[src/rtl/cpu_pkg.sv]
// Shared definitions for the mini CPU front end: widths, instruction field
// positions, opcode values and the fetch FSM state encoding.
// No logic lives here; latency and backpressure are properties of the users.
package cpu_pkg;

  localparam int PC_W    = 8;
  localparam int INSTR_W = 16;
  localparam int OPC_W   = 4;
  localparam int RD_W    = 4;
  localparam int IMM_W   = 8;

  // Instruction layout: [15:12] opcode, [11:8] rd, [7:0] imm/addr
  localparam int OPC_MSB = 15;
  localparam int OPC_LSB = 12;
  localparam int RD_MSB  = 11;
  localparam int RD_LSB  = 8;
  localparam int IMM_MSB = 7;
  localparam int IMM_LSB = 0;

  localparam logic [OPC_W-1:0] OP_LDI = 4'd1;
  localparam logic [OPC_W-1:0] OP_ADD = 4'd2;
  localparam logic [OPC_W-1:0] OP_SUB = 4'd3;
  localparam logic [OPC_W-1:0] OP_XOR = 4'd4;
  localparam logic [OPC_W-1:0] OP_LD  = 4'd5;
  localparam logic [OPC_W-1:0] OP_ST  = 4'd6;
  localparam logic [OPC_W-1:0] OP_JMP = 4'd7;

  typedef enum logic [2:0] {
    ST_IDLE  = 3'd0,
    ST_REQ   = 3'd1,
    ST_WAIT  = 3'd2,
    ST_HOLD  = 3'd3,
    ST_DRAIN = 3'd4
  } fetch_state_e;

  // Sequential fetch address; wraps naturally at 2^PC_W.
  function automatic logic [PC_W-1:0] pc_inc(input logic [PC_W-1:0] cur);
    return cur + 1'b1;
  endfunction

endpackage

[src/rtl/fetch_ir_reg.sv]
// Instruction register plus valid bit; priority squash > load > consume.
// Latency: loaded word visible the cycle after load_i.
// Backpressure: contents held unchanged until consume_i or squash_i.
// Ports: clk/rst; load_i with load_instr_i/load_pc_i; consume_i; squash_i;
//        valid_o, instr_o, pc_o (all registered).
module fetch_ir_reg import cpu_pkg::*; (
  input  logic               clk,
  input  logic               rst,
  input  logic               load_i,
  input  logic               consume_i,
  input  logic               squash_i,
  input  logic [INSTR_W-1:0] load_instr_i,
  input  logic [PC_W-1:0]    load_pc_i,
  output logic               valid_o,
  output logic [INSTR_W-1:0] instr_o,
  output logic [PC_W-1:0]    pc_o
);

  logic               valid_q, valid_d;
  logic [INSTR_W-1:0] instr_q, instr_d;
  logic [PC_W-1:0]    pc_q, pc_d;

  always_comb begin
    valid_d = valid_q;
    instr_d = instr_q;
    pc_d    = pc_q;
    if (squash_i) begin
      // Only the valid bit drops; stale data is harmless once invalid.
      valid_d = 1'b0;
    end else if (load_i) begin
      valid_d = 1'b1;
      instr_d = load_instr_i;
      pc_d    = load_pc_i;
    end else if (consume_i) begin
      valid_d = 1'b0;
    end
  end

  always_ff @(posedge clk) begin
    if (rst) begin
      valid_q <= 1'b0;
      instr_q <= '0;
      pc_q    <= '0;
    end else begin
      valid_q <= valid_d;
      instr_q <= instr_d;
      pc_q    <= pc_d;
    end
  end

  assign valid_o = valid_q;
  assign instr_o = instr_q;
  assign pc_o    = pc_q;

endmodule

[src/rtl/instr_fetch_unit.sv]
// Instruction fetch front end: PC, fetch FSM, one outstanding imem request.
// Latency: 1 cycle REQ + memory latency + 1 cycle HOLD; 3 cycles/instr at 1-cycle memory.
// Backpressure: instruction held stable while instr_ready=0, no new fetch issued.
// Ports: clk, rst (sync, active high), run; imem_req/imem_addr out and
//        imem_rvalid/imem_rdata in; instr_valid/instr_ready handshake with
//        opcode/rd/imm/instr_pc; redirect_valid/redirect_pc; pc status.
module instr_fetch_unit import cpu_pkg::*; (
  input  logic               clk,
  input  logic               rst,
  input  logic               run,
  output logic               imem_req,
  output logic [PC_W-1:0]    imem_addr,
  input  logic               imem_rvalid,
  input  logic [INSTR_W-1:0] imem_rdata,
  output logic               instr_valid,
  input  logic               instr_ready,
  output logic [OPC_W-1:0]   opcode,
  output logic [RD_W-1:0]    rd,
  output logic [IMM_W-1:0]   imm,
  output logic [PC_W-1:0]    instr_pc,
  input  logic               redirect_valid,
  input  logic [PC_W-1:0]    redirect_pc,
  output logic [PC_W-1:0]    pc
);

  fetch_state_e       state_q, state_d, fetch_next;
  logic [PC_W-1:0]    pc_q, pc_d;
  logic [PC_W-1:0]    addr_q, addr_d;
  logic               req_q, req_d;
  logic               ir_load, ir_consume, ir_squash;
  logic               ir_valid;
  logic [INSTR_W-1:0] ir_instr;

  always_comb begin
    state_d    = state_q;
    pc_d       = pc_q;
    ir_load    = 1'b0;
    ir_consume = 1'b0;
    ir_squash  = 1'b0;
    fetch_next = run ? ST_REQ : ST_IDLE;

    if (redirect_valid) begin
      pc_d      = redirect_pc;
      ir_squash = 1'b1;
      unique case (state_q)
        // The request pulsing this cycle is already on its way to memory,
        // so its response must be drained before refetching.
        ST_REQ:            state_d = ST_DRAIN;
        ST_WAIT, ST_DRAIN: state_d = imem_rvalid ? fetch_next : ST_DRAIN;
        default:           state_d = fetch_next;
      endcase
    end else begin
      unique case (state_q)
        ST_IDLE: if (run) state_d = ST_REQ;
        ST_REQ:  state_d = ST_WAIT;
        ST_WAIT: begin
          if (imem_rvalid) begin
            ir_load = 1'b1;
            pc_d    = pc_inc(pc_q);
            state_d = ST_HOLD;
          end
        end
        ST_HOLD: begin
          if (ir_valid && instr_ready) begin
            ir_consume = 1'b1;
            state_d    = fetch_next;
          end
        end
        ST_DRAIN: if (imem_rvalid) state_d = fetch_next;
        default:  state_d = ST_IDLE;
      endcase
    end

    // Request and address are flopped so imem_req has no path from inputs.
    req_d  = (state_d == ST_REQ);
    addr_d = req_d ? pc_d : addr_q;
  end

  always_ff @(posedge clk) begin
    if (rst) begin
      state_q <= ST_IDLE;
      pc_q    <= '0;
      req_q   <= 1'b0;
      addr_q  <= '0;
    end else begin
      state_q <= state_d;
      pc_q    <= pc_d;
      req_q   <= req_d;
      addr_q  <= addr_d;
    end
  end

  fetch_ir_reg u_ir (
    .clk          (clk),
    .rst          (rst),
    .load_i       (ir_load),
    .consume_i    (ir_consume),
    .squash_i     (ir_squash),
    .load_instr_i (imem_rdata),
    .load_pc_i    (pc_q),
    .valid_o      (ir_valid),
    .instr_o      (ir_instr),
    .pc_o         (instr_pc)
  );

  assign imem_req    = req_q;
  assign imem_addr   = addr_q;
  assign pc          = pc_q;
  assign instr_valid = ir_valid;
  assign opcode      = ir_instr[OPC_MSB:OPC_LSB];
  assign rd          = ir_instr[RD_MSB:RD_LSB];
  assign imm         = ir_instr[IMM_MSB:IMM_LSB];

endmodule
[config.mk]
export PLATFORM = sky130hd
export DESIGN_NAME = instr_fetch_unit
export DESIGN_NICKNAME = d
export VERILOG_FILES = /design/src/rtl/cpu_pkg.sv /design/src/rtl/fetch_ir_reg.sv /design/src/rtl/instr_fetch_unit.sv
export SDC_FILE = /design/constraint.sdc
export NUM_CORES = 1
export LEC_CHECK = 0
export BUFFER_PORTS_ARGS = -buffer_cell sky130_fd_sc_hd__buf_2
export CAP_MARGIN = 10
export CORE_MARGIN = 4
export CORE_UTILIZATION = 48
export CTS_CLUSTER_DIAMETER = 150
export DETAILED_ROUTE_END_ITERATION = 10
export PLACE_DENSITY = 0.87
export SLEW_MARGIN = 20
export SYNTH_ARGS = -nofsm -noshare
export SYNTH_HDL_FRONTEND = slang
export SYNTH_HIERARCHICAL = 1
export SYNTH_SLANG_ARGS = --single-unit
[constraint.sdc]
create_clock -name clk -period 1.88 [get_ports clk]
set_input_delay 0.564 -clock clk [delete_from_list [all_inputs] [get_ports clk]]
set_output_delay 0.564 -clock clk [all_outputs]
set_load 0.01 [all_outputs]
==> metrics.txt, run 1 <==
post-route insts no fill=345; critical path, cell by cell=o21ba_1 > o21ai_2 > nand3_1 > or3b_1 > o31ai_2; TritonRoute pass-1 iters=4; syn nets=252; Post-Syn Area=2150 um2; Power per Cell Area=738 nW/um2; CP top delay family=compound AO/OA/AOI/OAI gates; status=complete, no violations; count of final hold-check violations=0; Area Growth Syn to Fin=24.5%; Initial Utilization=0.494; Least-Margin Pin Slew=0.314 ns; Setup-failing EPs final=0; Worst EP required=2.10 ns; clk buf depth=2; clock skew=0.00861 ns; critical path depth=5; Slew HR=0.787; DR DRC count=0; hold buffer count at cts=0; GP Congestion=0.743; Largest stage delay, worst path=0.50 ns; leakage=1.17 nW; maximum vdd drop=0.000483 V; Synth area leader=dfxtp_1; library cells used by synthesis=37; synth warn=6; class of the most critical setup path=register to register; ANT cells=0; antenna violations before repair=0; Syn Area/Cell=9.74 um2; Core Rows=24; fillers=397; antenna viol nets, final=0; vias per cell=5.29; Core Region=4350 um2; Clock Sinks=45; CP max FO=9; vias in the first global route=1749; flop-to-flop setup slack=0.18 ns; initial detailed-routing violation count=84; I/O pin count=72; RSZ-0062 raised after global routing=false; CP Data Arrival Time=1.92 ns; final max-slew violation count=0; crit path capture type=register; Mapped Cells=221; Port Buffers=71; first-pass GRT wire length=8.01 mm; CTS tree=built; Post-Place Cells=337; Buf/Inv on CP=0; Tcrit/Tclk final=0.905; minimum clock period=1.70 ns; number of H-tree levels=2; later-pin clock latency in the skew report=0.30 ns; CTS Root Cell=clkbuf_8; fraction of layout cells with a size suffix above 1=0.406; post-synthesis sequential area ratio=0.419; Worst Setup Start Kind=register; max cap viols=0; pin count of the biggest net entering global routing=44; Worst-path clk slew=0.09 ns; Die Footprint=5620 um2; worst min path class=register to register; flops & latches, synth=45; Detailed Place HPWL=3.42 mm; most frequent cells in the layout=buf_2, dfxtp_1, nand4bb_1; largest cells by area after synthesis=dfxtp_1, nand4bb_1, o21ai_2, nand2b_1, nor2_1; drt wl/cell=14.0 um; aggregate global routing overflow=0; Max Clock Freq=0.587 GHz; CP max-delay cell=or3b_1; hold_ws=0.468 ns; cells on worst reg2reg path=5; die height=75.0 um; commonest non-fill, non-tap cell in the layout=buf_2; Yosys top cell area share=0.419; Total Wirelength=4.83 mm; fin nets=323; placed cell areas=2550 um2; Vias=1825; worst hold stages=2; fin area=2680 um2; Global Route Usage Sum=0.182; TritonCTS Buffers=5; Die X=75.0 um
[path summary, 6_finish.rpt]
path,start,to
max,state_q[0],imem_addr[7]
min reg2reg,imem_addr[0],imem_addr[0]
max reg2reg,state_q[0],imem_addr[7]
min,imem_addr[0],imem_addr[0]
[report_power, final]
| part | switching, mW | internal (mW) | leakage (nW) | total (mW) |
|---|---|---|---|---|
| sequential | 0.0310 | 0.984 | 0.367 | 1.01 |
| combinational | 0.112 | 0.113 | 0.746 | 0.225 |
| clock | 0.339 | 0.398 | 0.0543 | 0.737 |
[metal layers]
| layer | GRT usage | vias up | wire, um |
|---|---|---|---|
| met5 | 0 | - | 0 |
| met4 | 0.0573 | 0 | 41 |
| met3 | 0.0494 | 4 | 406 |
| met2 | 0.290 | 65 | 2150 |
| met1 | 0.240 | 828 | 2230 |
| li1 | - | 928 | - |
[registers in the layout, summed over array words and instances, names as in the netlist]
register and cells:
u_ir/instr_o 16, imem_addr 8, pc 8, u_ir/pc_o 8
state_q 3, imem_req 1, u_ir/valid_o 1
[layout make-up]
cell class / count / area [um2] / area share
flip-flops and latches: 45 / 905 / 0.338
well taps: 52 / 65.1 / 0.0243
clock buffers: 5 / 68.8 / 0.0257
inverters: 3 / 11.3 / 0.00420
multi-input cells: 156 / 1140 / 0.426
repair buffers: 81 / 443 / 0.165
clock inverters: 3 / 46.3 / 0.0173
[synth_stat cells]
master      n
buf_2       3
ha_1        1
nor4bb_1    1
and2b_4     1
buf_4       1
o21ba_1     1
o21ai_1     1
nor2_2      1
a31o_2      1
mux2i_1     5
a41oi_1     1
clkbuf_1    8
a22oi_1     1
nor4b_1     1
buf_6       5
inv_1       2
dfxtp_1    45
nand2b_1   24
nor3_1      4
o211ai_1    1
nor3b_1     2
nand4_1     6
nand4bb_1  25
nor2b_1     2
clkinv_1    1
o21a_1      1
or3b_1      1
o31ai_1     1
and3_1      2
o21ai_0     8
a21oi_1     5
xnor2_1     6
nand2_1    11
nor2_1     18
nand3_1     2
o21ai_2    21
o31ai_2     1
[tightest hold or removal path, stage by stage, from the launching register on]
cell and delay, ns:
dfxtp_1 0.34, nand2_1 0.05, o21ai_0 0.05
[logic make-up after synthesis]
family	after synthesis	share of synthesized area
simple gates	101	0.322
buf+inv	20	0.0558
xor+xnor	6	0.0244
compound gates	43	0.151
fa+ha+maj	1	0.00581
mux	5	0.0233
flops	45	0.419
[what timing repair did]
item,CTS,global route
buffers inserted,0,0
gates resized for setup,0,4
setup endpoints to repair,0,5
[per-stage QoR]
stage / total power, mW / TNS (ns) / util / worst slack [ns]
after floorplan: 1.17 / 0 / - / 0.156
after global placement: 1.25 / -0.0103 / 0.586 / -0.0103
after detailed placement: 1.26 / -0.118 / 0.586 / -0.0903
after CTS: 1.99 / 0 / 0.613 / 0.112
after global routing: 2.06 / 0 / 0.615 / 0.0641
final: 1.98 / 0 / 0.615 / 0.178
No activity file was read; power rests on OpenSTA's default activity.
==> inputs of run 2 (changes only) <==
- clock period: 1.88 -> 1.7 ns (I/O delays scaled with it)
==> run 2 against run 1 <==
Effect of this change: utilization up 2.3 points; hold slack got worse by 0.0087 ns; non-clock buffer count up 10; design area grew 3.7%; critical path depth did not move; global-route usage down 0.54 points; total power grew 12%; flip-flop and latch count unchanged; sequential share of layout area fell by 1.0 points; setup slack worse by 0.12 ns; register-to-register slack worse by 0.12 ns; final cell count grew 2.9%.
==> metrics.txt, run 2 (synthesized netlist as in run 1, its figures left out) <==
final setup margin=0.0539 ns (was 0.178 ns); TritonRoute pass-1 iters=4 (unchanged); antenna violations before repair=0 (unchanged); count of final hold-check violations=0 (unchanged); flop-to-flop setup slack=0.05 ns (was 0.18 ns); class of the most critical setup path=register to register (unchanged); vias per cell=5.36 (was 5.29); Total Wirelength=5.10 mm (was 4.83 mm); Sum Neg Setup Slack=0 ns (unchanged); vias in the first global route=1742 (was 1749); first-pass GRT wire length=7.80 mm (was 8.01 mm); Worst-path clk slew=0.08 ns (was 0.09 ns); status=complete, no violations (unchanged); Die Footprint=5620 um2 (unchanged); later-pin clock latency in the skew report=0.29 ns (was 0.30 ns); Max Clock Freq=0.607 GHz (was 0.587 GHz); Least-Margin Pin Slew=0.322 ns (was 0.314 ns); worst hold stages=2 (unchanged); pin count of the biggest net entering global routing=41 (was 44); Largest stage delay, worst path=0.46 ns (was 0.50 ns); Slew HR=0.783 (was 0.787); Port Buffers=71 (unchanged); CP Data Arrival Time=1.85 ns (was 1.92 ns); Core Rows=24 (unchanged); Global Route Usage Sum=0.177 (was 0.182); minimum clock period=1.65 ns (was 1.70 ns); maximum vdd drop=0.000509 V (was 0.000483 V); Detailed Place HPWL=3.56 mm (was 3.42 mm); CTS tree=built (unchanged); final max-slew violation count=0 (unchanged); Setup-failing EPs final=0 (unchanged); leakage=1.22 nW (was 1.17 nW); TritonCTS Buffers=5 (unchanged); fin util=0.638 (was 0.615); most frequent cells in the layout=buf_2, dfxtp_1, nand4bb_1 (unchanged); Core Region=4350 um2 (unchanged); die height=75.0 um (unchanged); clock skew=0.00292 ns (was 0.00861 ns); I/O pin count=72 (unchanged); CP top delay family=compound AO/OA/AOI/OAI gates (unchanged); Worst Setup Start Kind=register (unchanged); critical path, cell by cell=o21ba_2 > o21ai_2 > nand3_2 > or3b_4 > o31ai_2 (was o21ba_1 > o21ai_2 > nand3_1 > or3b_1 > o31ai_2); CTS Root Cell=clkbuf_8 (unchanged); drt wl/cell=14.4 um (was 14.0 um); Initial Utilization=0.494 (unchanged); CP max FO=8 (was 9); max cap viols=0 (unchanged); initial detailed-routing violation count=103 (was 84); crit path capture type=register (unchanged); reg-to-reg endpoint=imem_addr[5] (was imem_addr[7]); Clock Sinks=45 (unchanged); Vias=1903 (was 1825); Tcrit/Tclk final=0.968 (was 0.905); Die X=75.0 um (unchanged); cells on worst reg2reg path=5 (unchanged); fraction of layout cells with a size suffix above 1=0.432 (was 0.406); Worst EP required=1.91 ns (was 2.10 ns); DR DRC count=0 (unchanged); fin nets=333 (was 323); Power per Cell Area=793 nW/um2 (was 738 nW/um2); hold buffer count at cts=0 (unchanged); hold_ws=0.460 ns (was 0.468 ns); post-place setup slack=-0.174 ns (was -0.0903 ns); CP max-delay cell=or3b_4 (was or3b_1); Largest register FFs=16 (unchanged); antenna viol nets, final=0 (unchanged); number of H-tree levels=2 (unchanged); aggregate global routing overflow=0 (unchanged); WHS Endpoint=imem_addr[6] (was imem_addr[0]); GP Congestion=0.779 (was 0.743); commonest non-fill, non-tap cell in the layout=buf_2 (unchanged); ANT cells=0 (unchanged); Area Growth Syn to Fin=29.1% (was 24.5%); Buf/Inv on CP=0 (unchanged); clk buf depth=2 (unchanged); Hold Crit Start=imem_addr[6] (was imem_addr[0]); worst r2r src=state_q[0] (unchanged); worst min path class=register to register (unchanged)
-- run 2: what timing repair did --
| item | in CTS | in global routing |
|---|---|---|
| buffers inserted | 0 | 6 |
| pin swaps | 0 | 5 |
| setup endpoints to repair | 3 | 7 |
| endpoints found under the hold margin | 0 | 0 |
| gates resized for setup | 2 | 11 |
-- run 2: routing by layer --
metal,track usage,vias to the layer above,wire length [um]
met1,0.223,890,2370
met4,0.0474,0,35
met3,0.0454,5,335
li1,-,949,-
met5,0,-,0
met2,0.299,59,2360
-- run 2: stage by stage --
stage	cells	area (um2)	power, mW
2_1_floorplan	221	2150	1.29
3_3_place_gp	341	2600	1.39
3_5_place_dp	341	2600	1.39
4_1_cts	349	2720	2.23
5_1_grt	355	2780	2.31
6_report	355	2780	2.20
-- run 2: area by class of cell --
cell class | count | area, um2
multi-input cells | 156 | 1150
inverters | 3 | 11.3
clock inverters | 1 | 30.0
flip-flops and latches | 45 | 910
clock buffers | 7 | 86.3
repair buffers | 91 | 531
fillers | 382 | 1580
well taps | 52 | 65.1
-- run 2: worst max-delay path by stage --
stage | startpoint | depth (start not counted) | end
after floorplan | redirect_valid | 6 | imem_addr[7]
after global placement | redirect_valid | 6 | imem_addr[7]
after detailed placement | redirect_valid | 6 | imem_addr[7]
after CTS | state_q[0] | 5 | imem_addr[5]
after global routing | state_q[1] | 6 | imem_addr[5]
final | state_q[0] | 5 | imem_addr[5]
-- run 2: report_power, final --
group / internal [mW] / switching, mW
clock: 0.479 / 0.342
sequential: 1.09 / 0.0319
combinational: 0.135 / 0.130
-- run 2: worst register-to-register path, delay by kind of cell (launching register included) --
kind,cells,cell delay [ns]
compound gates,3,0.64
flops,1,0.37
simple gates,2,0.56
==> inputs of run 3 (changes only) <==
- PLACE_DENSITY: 0.87 -> 0.88
- SYNTH_HIERARCHICAL: 1 -> default
==> run 3 against run 2 <==
Effect of this change: the flow now finishes with violations (setup timing); total power grew 1.6%; clock skew shrank 0.00051 ns; flip-flop and latch count is the same; routed wire length grew 19%; sequential power is essentially flat; largest cell class unchanged; highest routed layer unchanged.
==> metrics.txt, run 3 <==
CTS Root Cell=clkbuf_8 (unchanged); TritonCTS Buffers=5 (unchanged); commonest non-fill, non-tap cell in the layout=buf_2 (unchanged); Die Footprint=5200 um2 (was 5620 um2); internal power=1.65 mW (was 1.70 mW); hold_ws=0.438 ns (was 0.460 ns); Port Buffers=71 (unchanged); Clock Sinks=45 (unchanged); TritonRoute pass-1 iters=4 (unchanged); Yosys top cell area share=0.456 (was 0.419); Hold Crit Start=imem_rdata[1] (was imem_addr[6]); vias per cell=5.50 (was 5.36); post-route insts no fill=373 (was 355); flops & latches, synth=45 (unchanged); Power Total=2.24 mW (was 2.20 mW); Comb pwr share=0.164 (was 0.120); RSZ-0062 raised after global routing=true; fillers=302 (was 382); vias in the first global route=1951 (was 1742); Vias=2050 (was 1903); synth warn=0 (was 6); max cap viols=0 (unchanged); switch share=0.265 (was 0.229); Net Switching=0.594 mW (was 0.505 mW); status=complete, but fails checks (was complete, no violations); minimum clock period=1.78 ns (was 1.65 ns); CTS tree=built (unchanged); ANT cells=0 (unchanged); Power per Cell Area=795 nW/um2 (was 793 nW/um2); aggregate global routing overflow=0 (unchanged); Clock Power Share=0.334 (was 0.373); Post-Syn Area=1970 um2 (was 2150 um2); most frequent cells after synthesis=nand2_1, dfxtp_1, a21oi_1 (was dfxtp_1, nand4bb_1, nand2b_1); clk buf depth=2 (unchanged); Mapped Cells=225 (was 221); DR DRC count=0 (unchanged); Initial Utilization=0.494 (about the same); FFs w/ async S/R, synth=0 (unchanged); Worst Setup Start Kind=register (unchanged); syn nets=256 (was 252); largest cells by area after synthesis=dfxtp_1, nand2_1, a21oi_1, mux2_1, a211oi_2 (was dfxtp_1, nand4bb_1, o21ai_2, nand2b_1, nor2_1); later-pin clock latency in the skew report=0.30 ns (was 0.29 ns); failing checks=setup timing; die height=72.1 um (was 75.0 um); worst hold stages=3 (was 2); fraction of layout cells with a size suffix above 1=0.440 (was 0.432); number of H-tree levels=2 (unchanged); initial detailed-routing violation count=168 (was 103); Global Route Usage Sum=0.229 (was 0.177); cells on worst reg2reg path=6 (was 5); Worst EP required=1.90 ns (was 1.91 ns); final max-slew violation count=0 (unchanged); antenna violations before repair=0 (unchanged); Detailed Place HPWL=3.92 mm (was 3.56 mm); CP max FO=7 (was 8); maximum vdd drop=0.000802 V (was 0.000509 V); antenna viol nets, final=0 (unchanged); Core Region=4000 um2 (was 4350 um2); Die X=72.1 um (was 75.0 um); drt wl/cell=16.3 um (was 14.4 um); WHS Endpoint=u_ir.instr_o[1] (was imem_addr[6]); Synth area leader=dfxtp_1 (unchanged); Least-Margin Pin Slew=0.442 ns (was 0.322 ns); fin util=0.705 (was 0.638); crit path capture type=register (unchanged); Most used DFF post-synth=dfxtp_1 (unchanged); Largest register FFs=16 (unchanged); final setup margin=-0.0829 ns (was 0.0539 ns); Total Wirelength=6.09 mm (was 5.10 mm); Max Clock Freq=0.561 GHz (was 0.607 GHz); fin nets=353 (was 333); Setup-failing EPs final=8 (was 0); hold buffer count at cts=0 (unchanged); CP Data Arrival Time=1.98 ns (was 1.85 ns); Post-Place Cells=364 (was 341); flop-to-flop setup slack=-0.08 ns (was 0.05 ns); Core Rows=23 (was 24); leakage=1.27 nW (was 1.22 nW); Slew HR=0.705 (was 0.783); placed cell areas=2610 um2 (was 2600 um2); count of final hold-check violations=0 (unchanged); class of the most critical setup path=register to register (unchanged); Syn Area/Cell=8.78 um2 (was 9.74 um2); worst r2r src=state_q[2] (was state_q[0]); first-pass GRT wire length=9.36 mm (was 7.80 mm); fin area=2820 um2 (was 2780 um2); library cells used by synthesis=41 (was 37); most frequent cells in the layout=buf_2, nand2_1, dfxtp_1 (was buf_2, dfxtp_1, nand4bb_1); Tcrit/Tclk final=1.05 (was 0.968); reg-to-reg endpoint=imem_addr[5] (unchanged); Worst-path clk slew=0.08 ns (about the same); GP Congestion=0.900 (was 0.779); count leader, synth=nand2_1 (was dfxtp_1); Reg power frac=0.502 (was 0.507); Post-synth EDFFs=0 (unchanged); worst min path class=input pin to register (was register to register); post-synthesis sequential area ratio=0.456 (was 0.419); clock skew=0.00241 ns (was 0.00292 ns); I/O pin count=72 (unchanged); Area Growth Syn to Fin=42.8% (was 29.1%); pin count of the biggest net entering global routing=25 (was 41)
==> run 3: logic make-up after synthesis <==
logic type | synth area share
compound gates | 0.163
xor+xnor | 0.0266
fa+ha+maj | 0.00634
buf+inv | 0.0342
flops | 0.456
mux | 0.0558
simple gates | 0.258
==> run 3: how the worst max path moves through the flow <==
stage,endpoint,slack (ns),cells past startpoint,startpoint
2_1_floorplan,imem_addr[4],-0.007,6,pc[0]
3_3_place_gp,imem_addr[4],-0.21,6,imem_rvalid
4_1_cts,imem_addr[4],-0.04,5,state_q[2]
5_1_grt,imem_addr[1],-0.1,6,state_q[2]
6_report,imem_addr[5],-0.08,6,state_q[2]
3_5_place_dp,imem_addr[4],-0.29,6,imem_rvalid
==> run 3: metal layers <==
| metal | vias to the layer above | GRT usage | routed length (um) |
|---|---|---|---|
| li1 | 954 | - | - |
| met1 | 961 | 0.273 | 2340 |
| met2 | 101 | 0.397 | 3010 |
| met3 | 34 | 0.0471 | 475 |
| met4 | 0 | 0.0960 | 265 |
| met5 | - | 0 | 0 |
==> run 3: repair_timing <==
item | in CTS | in global routing
pin swaps | 6 | 6
resized for setup | 13 | 10
setup buffers | 2 | 0
endpoints found under the setup margin | 16 | 9
==> run 3: area by class of cell <==
cell class / instances / area (um2) / share of cell area
Multi-Input combinational cell: 164 / 1110 / 0.394
Clock inverter: 1 / 8.76 / 0.00311
Tap cell: 50 / 62.6 / 0.0222
Clock buffer: 7 / 96.3 / 0.0342
Timing Repair Buffer: 103 / 612 / 0.217
Inverter: 3 / 11.3 / 0.00399
Sequential cell: 45 / 920 / 0.326
==> run 3: critical path: stages (launching register included) <==
cell and delay [ns]:
dfxtp_4 0.38, buf_4 0.14, nand4bb_4 0.27, or2_4 0.32
mux2i_1 0.15, a21oi_1 0.12, mux2_1 0.30
==> run 3: power groups by stage <==
| stage | Combinational, mW | Sequential [mW] | Clock (mW) |
|---|---|---|---|
| after global routing | 0.394 | 1.13 | 0.799 |
| after CTS | 0.344 | 1.12 | 0.753 |
| after floorplan | 0.151 | 1.16 | 0 |
| after detailed placement | 0.342 | 1.15 | 0 |
| after global placement | 0.332 | 1.15 | 0 |
| final | 0.368 | 1.12 | 0.748 |
==> run 3: metrics by stage <==
step	TNS [ns]	worst slack, ns
final	-0.410	-0.0829
after floorplan	-0.00700	-0.00700
after CTS	-0.247	-0.0401
after detailed placement	-5.27	-0.289
after global placement	-4.12	-0.211
after global routing	-0.718	-0.0990
